## config.mk

```make
export PLATFORM = sky130hd
export DESIGN_NAME = pipe_adder
export DESIGN_NICKNAME = d
export VERILOG_FILES = /design/src/rtl/pipe_adder.sv
export SDC_FILE = /design/constraint.sdc
export NUM_CORES = 1
export LEC_CHECK = 0
export BUFFER_PORTS_ARGS = -buffer_cell sky130_fd_sc_hd__buf_2
export CORE_ASPECT_RATIO = 1.1
export CORE_UTILIZATION = 60
export DETAILED_ROUTE_END_ITERATION = 6
export PLACE_DENSITY_LB_ADDON = 0.2
export SYNTH_ARGS = -nofsm -noshare
export SYNTH_HDL_FRONTEND = slang
export SYNTH_SLANG_ARGS = --single-unit
```

## constraint.sdc

```tcl
create_clock -name clk_i -period 19.3 [get_ports clk_i]
set_clock_uncertainty 0.1 [all_clocks]
set_input_delay 2.895 -clock clk_i [delete_from_list [all_inputs] [get_ports clk_i]]
set_output_delay 2.895 -clock clk_i [all_outputs]
set_load 0.05 [all_outputs]
```

## src/rtl/pipe_adder.sv

```systemverilog
// Purpose : pipelined WIDTH-bit adder/subtractor; one WIDTH/STAGES-bit chunk is summed per stage.
// Latency : STAGES cycles, so a result is on the outputs after edge n+STAGES-1 for an op accepted at edge n.
// Backpr. : valid/ready; the whole pipe advances together and freezes while the output is held.
//
// Ports:
//   clk_i, rst_i          clock, synchronous active-high reset
//   valid_i / ready_o     operation handshake (a_i, b_i, carry_i, sub_i)
//   valid_o / ready_i     result handshake (sum_o, carry_o, overflow_o, zero_o)
module pipe_adder #(
    parameter int WIDTH  = 32,
    parameter int STAGES = 4
) (
    input  logic             clk_i,
    input  logic             rst_i,
    input  logic             valid_i,
    output logic             ready_o,
    input  logic [WIDTH-1:0] a_i,
    input  logic [WIDTH-1:0] b_i,
    input  logic             carry_i,
    input  logic             sub_i,
    output logic             valid_o,
    input  logic             ready_i,
    output logic [WIDTH-1:0] sum_o,
    output logic             carry_o,
    output logic             overflow_o,
    output logic             zero_o
);
    localparam int C_SAFE_S = (STAGES > 0) ? STAGES : 1;
    localparam int C        = WIDTH / C_SAFE_S;

    generate
        if ((STAGES < 1) || (STAGES > WIDTH) || ((WIDTH % C_SAFE_S) != 0)) begin : g_bad_cfg
            $error("pipe_adder: WIDTH must be a multiple of STAGES with 1 <= STAGES <= WIDTH");
        end
    endgenerate

    // Per-stage state. r_a/r_b carry the whole operand (b already conditioned
    // for subtract) so the unconsumed chunks and the sign bits needed for
    // overflow stay with their own operation; r_sum collects finished chunks.
    logic             r_vld [STAGES];
    logic             r_cy  [STAGES];
    logic [WIDTH-1:0] r_a   [STAGES];
    logic [WIDTH-1:0] r_b   [STAGES];
    logic [WIDTH-1:0] r_sum [STAGES];

    logic             w_n_vld [STAGES];
    logic             w_n_cy  [STAGES];
    logic [WIDTH-1:0] w_n_a   [STAGES];
    logic [WIDTH-1:0] w_n_b   [STAGES];
    logic [WIDTH-1:0] w_n_sum [STAGES];

    logic [WIDTH-1:0] w_bp;
    logic             w_cin;
    logic [C:0]       w_add;
    logic             w_adv;

    // Single global enable: everything moves when the output slot is free
    // or being drained this cycle.
    assign w_adv   = !r_vld[STAGES-1] || ready_i;
    assign ready_o = w_adv;

    always_comb begin
        w_bp  = sub_i ? ~b_i : b_i;
        w_cin = sub_i ? 1'b1 : carry_i;
        for (int k = 0; k < STAGES; k++) begin
            w_n_vld[k] = 1'b0;
            w_n_cy[k]  = 1'b0;
            w_n_a[k]   = '0;
            w_n_b[k]   = '0;
            w_n_sum[k] = '0;
        end

        // Stage 0 sums the lowest chunk straight from the inputs.
        w_add               = {1'b0, a_i[C-1:0]} + {1'b0, w_bp[C-1:0]} + {{C{1'b0}}, w_cin};
        w_n_vld[0]          = valid_i;
        w_n_a[0]            = a_i;
        w_n_b[0]            = w_bp;
        w_n_sum[0][C-1:0]   = w_add[C-1:0];
        w_n_cy[0]           = w_add[C];

        // Stage k sums chunk k from the previous stage's register and ripple carry.
        for (int k = 1; k < STAGES; k++) begin
            w_add = {1'b0, r_a[k-1][k*C +: C]} + {1'b0, r_b[k-1][k*C +: C]}
                  + {{C{1'b0}}, r_cy[k-1]};
            w_n_vld[k]            = r_vld[k-1];
            w_n_a[k]              = r_a[k-1];
            w_n_b[k]              = r_b[k-1];
            w_n_sum[k]            = r_sum[k-1];
            w_n_sum[k][k*C +: C]  = w_add[C-1:0];
            w_n_cy[k]             = w_add[C];
        end
    end

    always_ff @(posedge clk_i) begin
        if (rst_i) begin
            for (int k = 0; k < STAGES; k++) begin
                r_vld[k] <= 1'b0;
                r_cy[k]  <= 1'b0;
                r_a[k]   <= '0;
                r_b[k]   <= '0;
                r_sum[k] <= '0;
            end
        end else if (w_adv) begin
            for (int k = 0; k < STAGES; k++) begin
                r_vld[k] <= w_n_vld[k];
                r_cy[k]  <= w_n_cy[k];
                r_a[k]   <= w_n_a[k];
                r_b[k]   <= w_n_b[k];
                r_sum[k] <= w_n_sum[k];
            end
        end
    end

    assign valid_o    = r_vld[STAGES-1];
    assign sum_o      = r_sum[STAGES-1];
    assign carry_o    = r_cy[STAGES-1];
    // Signed overflow: operands (with b conditioned) agree in sign, result does not.
    assign overflow_o = (r_a[STAGES-1][WIDTH-1] == r_b[STAGES-1][WIDTH-1])
                     && (r_sum[STAGES-1][WIDTH-1] != r_a[STAGES-1][WIDTH-1]);
    assign zero_o     = (r_sum[STAGES-1] == '0);

endmodule

```

==> results of run 1 <==
[kinds of logic after synthesis]
| group | after synthesis |
|---|---|
| and+or+nand+nor | 236 |
| AOI/OAI and AO/OA | 59 |
| muxes | 5 |
| DFF | 186 |
| adders and majority gates | 36 |
| xor gates and xnor gates | 41 |
| buffers and inverters | 38 |
[registers in the layout, indices dropped and copies added (netlist names)]
name / count
r_sum: 80
r_b: 49
r_a: 49
r_cy: 4
r_vld: 4
[metrics by stage]
| step | cells | total power, uW | util | cell area, um^2 | hold slack, ns |
|---|---|---|---|---|---|
| floorplan | 601 | 566 | - | 8410 | 0.397 |
| global placement | 874 | 589 | 0.662 | 9100 | 0.398 |
| detailed placement | 874 | 594 | 0.662 | 9100 | 0.402 |
| CTS | 906 | 980 | 0.711 | 9770 | 0.415 |
| global route | 906 | 1010 | 0.711 | 9770 | 0.432 |
| finish | 906 | 974 | 0.711 | 9770 | 0.412 |
[worst reg2reg max path, cell delays in order, from the launching register on]
cell	delay, ns
edfxtp_1	0.39
fa_1	0.47
fa_1	0.43
a21o_1	0.23
a311o_1	0.35
a211oi_1	0.23
nor2_1	0.07
[how the worst max path moves through the flow]
stage / slack (ns) / endpoint / cells past startpoint
6_report: 12.67 / ready_o / 4
5_1_grt: 12.63 / ready_o / 4
3_5_place_dp: 12.69 / ready_o / 4
3_3_place_gp: 12.69 / ready_o / 4
2_1_floorplan: 11.26 / r_a[0][10] / 1
4_1_cts: 12.68 / ready_o / 4
[cells in the final DEF (no fill, tap or decap), drive strengths merged, types with 9 or more instances in the layout]
cell,count
o21ai,12
clkbuf,17
edfxtp,186
xor2,9
xnor2,32
nor2,56
a211oi,9
buf,109
and2,133
inv,16
nand2,11
ha,28
a21oi,9
[metal layers]
metal,part of all wire,global-route usage,vias up,wire length [um]
met5,0,0,-,0
met4,0.020,0.0955,0,264
met3,0.034,0.0428,26,456
met2,0.53,0.344,105,7110
met1,0.42,0.219,2235,5590
li1,-,-,2345,-
[final cells by class]
class	instances	area (um^2)
clock inverters	15	244
fillers	944	3970
clock buffers	17	425
repair buffers	109	553
well taps	188	235
inverters	14	52.6
flip-flops and latches	186	5590
multi-input cells	377	2670
[power by group]
group | internal, uW | switching (uW)
clock | 243 | 146
combinational | 39.8 | 59.7
sequential | 477 | 8.68
total | 760 | 214
==> run_results.csv, run 1 <==
group,metric,value,unit
outcome,status,"finished clean",
die,fp.dieW,115,um
synth,synthesis.area,0.00841,mm^2
die,ios,107,
critical_path,crit_type,"primary input to output pin",
detailed_routing,wl_per_cell,14.8,um
global_routing,grt_pass1_vias,4491,
detailed_routing,num_vias,4711,
critical_path,regToRegStartpoint,"r_b[0][8]",
critical_path,crit_chain,"buf_2 -> nor2b_4 -> inv_1 -> buf_2",
die,dieHeight,126,um
placement,port_buffers,106,
cts,cts-root-buf,"clkbuf_16",
global_routing,antenna_found_initial,0,
timing,fmax,0.151,GHz
cts,clk_path_buf_depth,2,
worst_hold_path,hold_path.class,"flop to flop",
critical_path,crit_slowest_cell,"nor2b_4",
timing,fin_crit_sh,0.343,
synth,synth_top_family_by_area,"simple AND/OR/NAND/NOR gates",
critical_path,critPathLaunch,"ready_i",
timing,setup_slack,12.67,ns
worst_hold_path,hold_depth,1,
die,row_count,45,
synth,synth_top_cell_area_share,0.664,
synth,yosys.area.top_type,"edfxtp_1",
critical_path,crit_fanout,9,
synth,syn_nets,707,
die,coreArea,0.0137,mm^2
synth,avgSynthCellArea,14.0,um^2
detailed_routing,first_pass_iters,4,
worst_hold_path,min_to,"r_sum[3][16]",
die,start_util,0.612,
critical_path,path_common_cell,"buf_2",
die,fp.dieArea,0.0145,mm^2
global_routing,grt_pass1_wl,20900,um
placement,dp_hpwl,8690,um
timing,grt_setup_unrepaired,"no",
power_and_ir_drop,peakVddDrop,0.0646,mV
critical_path,worstSetupEndpointType,"output pin",
timing,max_slew.worst_pin.slew,0.966,ns
critical_path,r2r-end,"r_sum[1][14]",
synth,ys_types,35,
critical_path,critPathRequiredTime,16.31,ns
timing,setup_tns,0,ns
detailed_routing,drt_iter0_drc,255,
finish,layout-area-overhead-vs-synth,16.1,%
critical_path,crit_family,"buffers and inverters",
global_routing,grt-ovfl-total,0,
timing,maxSlewViolCount,0,
timing,maxSlewHeadroom,0.356,
synth,synth_compound_area_frac,0.0491,
synth,synth.ff_latch_count,186,
synth,syn-instance-count,601,
cts,h-tree-depth,4,
power_and_ir_drop,p_per_area,99.7,mW/mm^2
critical_path,worstRegToRegCells,6,
timing,final.min_clock_period,6.63,ns
synth,synth_adder_area_share,0.0607,
placement,dp_slack,12.69,ns
synth,yosysWarnings,0,
synth,synth-async-reset-ratio,0,
cts,cts_made_buffers,17,
critical_path,cp_num_buf_inv,3,
power_and_ir_drop,power.leakage,0.00421,uW
synth,synth.area.mux_share,0.00595,
cts,clock_sinks,186,
cts,clock_latency,0.43,ns
finish,drive_gt1_frac,0.208,
cts,cts_tree,"built",
synth,yosys-top-cells-count,"edfxtp_1 (186), and2_1 (133), nor2_1 (56)",
critical_path,worst_setup_path_start_kind,"primary input",
critical_path,worst_path_largest_cell_delay,0.28,ns
synth,synth_top_cells_by_area,"edfxtp_1 (66%), and2_1 (9.9%), ha_1 (4.2%)",
global_routing,grt_max_degree,102,
placement,gp_congestion,0.923,
critical_path,r2r_slack,16.79,ns
synth,synthSimpleGateAreaFrac,0.157,
cts,path_clk_slew,0.07,ns
cts,postCtsHoldBufs,0,
detailed_routing,wirelength,13400,um
run,maxCapViolCount,0,
synth,synth_edf_count,186,
critical_path,arrival,3.63,ns
global_routing,grt_util_all_layers,0.194,
cts,cts_resized,0,
detailed_routing,postRouteAntennaNets,0,
finish,finalNetCount,811,
synth,synth-main-ff-cell,"edfxtp_1",
synth,ys_seq_area_frac,0.664,
timing,setup_viol,0,
synth,synth_xor_area_frac,0.0427,
timing,hold_viol_final,0,
cts,cts_setup_buffers,0,
detailed_routing,drcViolationCount,0,
worst_hold_path,holdCritStartpoint,"r_sum[2][16]",
synth,yosysMostFrequentCell,"edfxtp_1",
detailed_routing,avgViaCountPerCell,5.20,
finish,diodes,0,
No activity file was read; power rests on OpenSTA's default activity.
==> inputs of run 2 (changes only) <==
--- a/config.mk
+++ b/config.mk
@@ -7,7 +7,7 @@
 export LEC_CHECK = 0
 export BUFFER_PORTS_ARGS = -buffer_cell sky130_fd_sc_hd__buf_2
 export CORE_ASPECT_RATIO = 1.1
-export CORE_UTILIZATION = 60
+export CORE_UTILIZATION = 52
 export DETAILED_ROUTE_END_ITERATION = 6
 export PLACE_DENSITY_LB_ADDON = 0.2
 export SYNTH_ARGS = -nofsm -noshare
==> constraint.sdc (replaced) <==
create_clock -name clk_i -period 5.9 [get_ports clk_i]
set_clock_uncertainty 0.1 [all_clocks]
set_input_delay 0.885 -clock clk_i [delete_from_list [all_inputs] [get_ports clk_i]]
set_output_delay 0.885 -clock clk_i [all_outputs]
set_load 0.05 [all_outputs]
==> run 2 against run 1 <==
First-iteration DRC count is 35% higher; clock power grew to 2.9 times the previous value; sequential power grew to 3.3 times the previous value; worst hold slack better by 0.0012 ns; routed wire length is 0.97% higher; combinational power grew to 3.3 times the previous value; critical path depth is 4 higher; utilization is 9.3 points lower; final area is 0.53% lower; count of clock-buffer cells in the layout is 1 higher; critical endpoint is now r_cy[0].
==> run_results.csv, run 2 (synthesized netlist as in run 1, its figures left out) <==
group,metric,value,unit
outcome,status,"finished clean",
critical_path,crit_slowest_cell,"fa_1",
die,coreArea,0.0157,mm^2
cts,cts_made_buffers,17,
power_and_ir_drop,p_switching,688,uW
critical_path,worstSetupEndpointType,"flop",
die,fp.dieArea,0.0167,mm^2
timing,fin_crit_sh,0.513,
placement,gp_congestion,0.839,
global_routing,grt_pass1_vias,4548,
detailed_routing,avgViaCountPerCell,5.09,
cts,clk_path_buf_depth,2,
global_routing,grt_util_all_layers,0.175,
finish,mostFrequentLayoutCells,"edfxtp_1 (186), and2_1 (133), buf_2 (106)",
critical_path,crit_type,"primary input to flop",
global_routing,gr-usage-met2,0.291,
timing,max_slew.worst_pin.slew,0.947,ns
power_and_ir_drop,clkPwrFrac,0.370,
finish,top_register,"r_sum",
die,ios,107,
die,start_util,0.534,
critical_path,arrival,3.11,ns
timing,maxSlewHeadroom,0.369,
power_and_ir_drop,power_frac_seq,0.523,
critical_path,cp_num_buf_inv,1,
cts,h-tree-depth,4,
placement,dp_hpwl,8920,um
power_and_ir_drop,power.leakage,0.00418,uW
finish,largest_reg_flops,80,
timing,hold_viol_final,0,
worst_hold_path,hold_depth,1,
worst_hold_path,hold_path.class,"flop to flop",
global_routing,grt_max_degree,121,
cts,cts-root-buf,"clkbuf_16",
power_and_ir_drop,peakVddDrop,0.219,mV
detailed_routing,drcViolationCount,0,
finish,drive_gt1_frac,0.204,
global_routing,met1_usage,0.216,
global_routing,met3_usage,0.0429,
timing,maxSlewViolCount,0,
detailed_routing,drt_iter0_drc,343,
timing,fmax,0.331,GHz
die,fp.dieW,123,um
global_routing,grt_pass1_wl,21700,um
power_and_ir_drop,power_frac_comb,0.108,
timing,final.min_clock_period,3.03,ns
critical_path,crit_chain,"buf_2 -> or2_2 -> fa_1 -> fa_1 -> a21oi_1 -> o21ai_0 -> o31a_1 -> o31a_1",
timing,setup_viol,0,
cts,cts_setup_buffers,0,
critical_path,worst_path_largest_cell_delay,0.42,ns
run,maxCapViolCount,0,
die,dieHeight,135,um
cts,cts_resized,0,
die,row_count,48,
global_routing,antenna_found_initial,0,
finish,layout-area-overhead-vs-synth,15.5,%
finish,top_regs,"r_sum: 80 flops, r_a: 49 flops, r_b: 49 flops",
power_and_ir_drop,p_per_area,313,mW/mm^2
finish,final_common_cell,"edfxtp_1",
cts,clock_sinks,186,
critical_path,worst_setup_path_start_kind,"primary input",
critical_path,crit_fanout,7,
critical_path,critPathRequiredTime,5.98,ns
cts,cts_tree,"built",
detailed_routing,postRouteAntennaNets,0,
finish,diodes,0,
global_routing,busiest_layer,"met2",
timing,setup_tns,0,ns
detailed_routing,wl_per_cell,14.8,um
cts,path_clk_slew,0.06,ns
timing,grt_setup_unrepaired,"no",
detailed_routing,first_pass_iters,4,
critical_path,cp.depth,8,
placement,port_buffers,106,
global_routing,grt-ovfl-total,0,
detailed_routing,wirelength,13600,um
power_and_ir_drop,p_int,2350,uW
power_and_ir_drop,swShare,0.226,
critical_path,worstRegToRegCells,6,
critical_path,crit_family,"compound AO/OA/AOI/OAI gates",
detailed_routing,num_vias,4677,
cts,clock_latency,0.43,ns
cts,postCtsHoldBufs,0,
timing,holdWs,0.413,ns
finish,finalNetCount,812,
-- run 2: changes by cell type in the layout (fill, tap and decap cells not counted) --
cell,before,now
bufinv_16,6,3
clkinv_1,1,3
clkinv_2,2,4
buf_12,0,1
clkbuf_1,0,1
clkinv_4,2,1
inv_6,2,1
-- run 2: per-layer routing --
| metal | share of wire | routed length (um) |
|---|---|---|
| met3 | 0.039 | 532 |
| met1 | 0.44 | 5960 |
| met4 | 0.021 | 288 |
| met5 | 0 | 0 |
| met2 | 0.50 | 6770 |
-- run 2: worst reg2reg max path: cells and delay by family (launching register included) --
family                   cells  cell delay [ns]
AO/OA/AOI/OAI                3             0.85
adder cells (fa/ha/maj)      2             0.91
flip-flops                   1             0.40
AND/OR/NAND/NOR              1             0.08
-- run 2: final cells by class --
type                    count  area, um^2
fillers                  1194        6020
flip-flops and latches    186        5590
multi-input cells         377        2670
repair buffers            110         573
clock buffers              18         429
well taps                 200         250
clock inverters            14         154
inverters                  14        52.6
-- run 2: path summary, 6_finish.rpt --
path	to	from	slack, ns
setup reg to reg	r_sum[1][14]	r_b[0][8]	3.31
setup / recovery	r_cy[0]	sub_i	2.87
hold / removal	r_a[1][17]	r_a[0][17]	0.41
hold reg to reg	r_a[1][17]	r_a[0][17]	0.41
-- run 2: power groups by stage --
stage | Clock, uW | Sequential, uW | Combinational, uW
6_report | 1120 | 1590 | 327
3_3_place_gp | 0 | 1610 | 316
5_1_grt | 1190 | 1600 | 362
3_5_place_dp | 0 | 1620 | 329
2_1_floorplan | 0 | 1660 | 194
4_1_cts | 1140 | 1590 | 331
-- run 2: metrics by stage --
stage	util	cell area (um^2)	instances	total power (uW)	setup slack, ns
after global routing	0.617	9710	919	3150	2.78
after detailed placement	0.580	9130	887	1950	2.43
after global placement	0.580	9130	887	1930	2.54
after CTS	0.617	9710	919	3060	2.77
after floorplan	-	8410	601	1850	2.08
final	0.617	9710	919	3040	2.87
==> inputs of run 3 (changes only) <==
--- a/config.mk
+++ b/config.mk
@@ -5,9 +5,10 @@
 export SDC_FILE = /design/constraint.sdc
 export NUM_CORES = 1
 export LEC_CHECK = 0
+export ABC_AREA = 1
 export BUFFER_PORTS_ARGS = -buffer_cell sky130_fd_sc_hd__buf_2
 export CORE_ASPECT_RATIO = 1.1
-export CORE_UTILIZATION = 52
+export CORE_UTILIZATION = 58
 export DETAILED_ROUTE_END_ITERATION = 6
 export PLACE_DENSITY_LB_ADDON = 0.2
 export SYNTH_ARGS = -nofsm -noshare
==> constraint.sdc (replaced) <==
create_clock -name clk_i -period 3 [get_ports clk_i]
set_clock_uncertainty 0.1 [all_clocks]
set_input_delay 0.45 -clock clk_i [delete_from_list [all_inputs] [get_ports clk_i]]
set_output_delay 0.45 -clock clk_i [all_outputs]
set_load 0.05 [all_outputs]
==> run 3 against run 2 <==
Die area is 4.8% lower; non-clock buffer count is 3 higher; combinational power rose by 130%; first-iteration DRC count is 1.5% lower; sequential cell count is the same; critical path depth fell by 3; via count up 16%; cell count is 27% higher; highest routed layer unchanged; sequential share of layout area fell by 2.1 points; global-route usage grew 1.4 points.
==> run_results.csv, run 3 <==
group,metric,value,unit
outcome,status,"finished clean",
detailed_routing,drt_iter0_drc,338,
synth,synthesis.area,0.00892,mm^2
synth,syn_nets,955,
cts,clock_sinks,186,
critical_path,worstSetupEndpointType,"output pin",
finish,diodes,0,
power_and_ir_drop,p_switching,1410,uW
synth,avgSynthCellArea,10.5,um^2
synth,yosysMostFrequentCell,"nor2_1",
power_and_ir_drop,clkPwrFrac,0.335,
timing,hold_viol_final,0,
die,coreArea,0.0151,mm^2
finish,area.sequential,0.00559,mm^2
power_and_ir_drop,peakVddDrop,0.399,mV
cts,cts_setup_buffers,0,
cts,path_clk_slew,0.06,ns
critical_path,crit_family,"simple AND/OR/NAND/NOR gates",
detailed_routing,drcViolationCount,0,
cts,cts-root-buf,"clkbuf_16",
critical_path,crit_slowest_cell,"edfxtp_1",
die,fp.dieW,120,um
cts,cts_tree,"built",
timing,maxSlewHeadroom,0.651,
power_and_ir_drop,swShare,0.240,
power_and_ir_drop,power.leakage,0.00472,uW
finish,nFillCells,1188,
synth,yosys.area.top_type,"edfxtp_1",
timing,fmax,0.457,GHz
timing,setup_slack,0.811,ns
die,ios,107,
global_routing,antenna_found_initial,0,
global_routing,grt_util_all_layers,0.188,
synth,synth.ff_latch_count,186,
critical_path,critPathRequiredTime,2.45,ns
global_routing,grt_max_degree,81,
placement,placedCellCount,1134,
critical_path,worst_setup_path_start_kind,"flop",
synth,synth_top_cells_by_area,"edfxtp_1 (63%), nor2_1 (9.2%), inv_1 (7.5%)",
timing,grt_setup_unrepaired,"no",
power_and_ir_drop,power_frac_comb,0.128,
timing,holdWs,0.227,ns
finish,largest_reg_flops,80,
global_routing,grt_pass1_wl,23100,um
run,maxCapViolCount,0,
placement,dp_slack,0.422,ns
placement,port_buffers,106,
die,dieHeight,132,um
power_and_ir_drop,power_frac_seq,0.537,
power_and_ir_drop,p_per_area,582,mW/mm^2
cts,clk_path_buf_depth,2,
critical_path,arrival,1.64,ns
die,row_count,47,
synth,ys_seq_area_frac,0.626,
finish,final_common_cell,"nor2_1",
synth,synth-main-ff-cell,"edfxtp_1",
cts,postCtsHoldBufs,0,
die,start_util,0.593,
detailed_routing,avgViaCountPerCell,4.64,
timing,max_slew.worst_pin.slew,0.524,ns
detailed_routing,postRouteAntennaNets,0,
cts,clock_latency,0.41,ns
finish,instances_no_fill,1166,
finish,finalNetCount,1063,
synth,ys_types,27,
critical_path,cp_num_buf_inv,1,
timing,setup_viol,0,
power_and_ir_drop,p_int,4460,uW
power_and_ir_drop,finalPower,5870,uW
finish,layout-area-overhead-vs-synth,13.0,%
timing,fin_crit_sh,0.730,
die,fp.dieArea,0.0159,mm^2
synth,syn-instance-count,849,
worst_hold_path,hold_path.class,"primary input to flop",
global_routing,busiest_layer,"met2",
synth,synth_edf_count,186,
detailed_routing,first_pass_iters,5,
cts,h-tree-depth,4,
global_routing,gr-usage-met2,0.305,
detailed_routing,num_vias,5415,
critical_path,worst_path_largest_cell_delay,0.38,ns
critical_path,crit_fanout,2,
detailed_routing,wirelength,13600,um
finish,multi_input_area,0.00244,mm^2
placement,gp_congestion,0.825,
finish,top_register,"r_sum",
global_routing,met1_usage,0.244,
synth,synth_top_cell_area_share,0.626,
global_routing,grt_pass1_vias,5212,
finish,top_regs,"r_sum: 80 flops, r_a: 49 flops, r_b: 49 flops",
timing,maxSlewViolCount,0,
global_routing,grt-ovfl-total,0,
placement,dp_hpwl,9260,um
critical_path,path_common_cell,"nor2_1",
cts,cts_made_buffers,17,
critical_path,crit_type,"flop to output pin",
synth,synth-async-reset-ratio,0,
detailed_routing,wl_per_cell,11.7,um
synth,yosysWarnings,0,
finish,drive_gt1_frac,0.151,
synth,yosys-top-cells-count,"nor2_1 (218), edfxtp_1 (186), inv_1 (179)",
global_routing,met3_usage,0.0480,
cts,cts_resized,0,
critical_path,crit_chain,"nor2_1 -> nand4_1 -> nor2_1 -> and2_1 -> buf_2",
finish,mostFrequentLayoutCells,"nor2_1 (218), edfxtp_1 (186), inv_1 (179)",
timing,final.min_clock_period,2.19,ns
[run 3: changes by cell type in the layout (fill, tap and decap cells not counted), sizes merged, moves of 9 or more]
cell	change
nand2	+82
nor2	+162
o21ai	-11
and2	-129
a211oi	-9
nand3	+18
a21oi	+23
inv	+165
[run 3: final timing paths]
| check | slack [ns] | cells after the start | end | from |
|---|---|---|---|---|
| max | 0.81 | 5 | zero_o | r_sum[3][21] |
| min | 0.23 | 3 | r_a[0][14] | a_i[14] |
| max reg2reg | 0.89 | 8 | r_cy[1] | r_b[0][8] |
| min reg2reg | 0.44 | 2 | r_sum[3][21] | r_sum[2][21] |
[run 3: per-layer routing]
metal  vias up  share of wire
met5         -              0
met4         0         0.0070
met3         4          0.037
met2        91           0.49
met1      2444           0.46
li1       2876              -
[run 3: worst reg2reg max path, delay by kind of cell (launching register included)]
| kind | cells | cell delay, ns |
|---|---|---|
| flip-flops | 1 | 0.39 |
| AND/OR/NAND/NOR | 5 | 0.43 |
| AO/OA/AOI/OAI | 1 | 0.06 |
| adder cells (fa/ha/maj) | 2 | 0.87 |
[run 3: final cells by class]
type | count | share of cell area
clock buffers | 19 | 0.0429
clock inverters | 13 | 0.00844
inverters | 180 | 0.0670
well taps | 196 | 0.0243
multi-input cells | 459 | 0.242
flip-flops and latches | 186 | 0.554
repair buffers | 113 | 0.0615
[run 3: stage by stage]
step / utilization / instance area, um^2 / setup TNS (ns)
after global placement: 0.635 / 9570 / 0
after global routing: 0.670 / 10100 / 0
final: 0.670 / 10100 / 0
after detailed placement: 0.635 / 9570 / 0
after floorplan: - / 8930 / -11.69
after CTS: 0.670 / 10100 / 0
[run 3: cell families after synthesis]
kind of cell | Yosys count | synth area share
compound gates | 35 | 0.0202
flops | 186 | 0.626
buf+inv | 204 | 0.103
xor+xnor | 32 | 0.0314
simple gates | 356 | 0.162
fa+ha+maj | 36 | 0.0572
[run 3: power groups by stage]
stage	logic [uW]	clock network, uW	registers (uW)
detailed placement	757	0	3210
finish	752	1960	3150
global route	861	2110	3170
floorplan	491	0	3300
CTS	764	2010	3160
global placement	742	0	3200
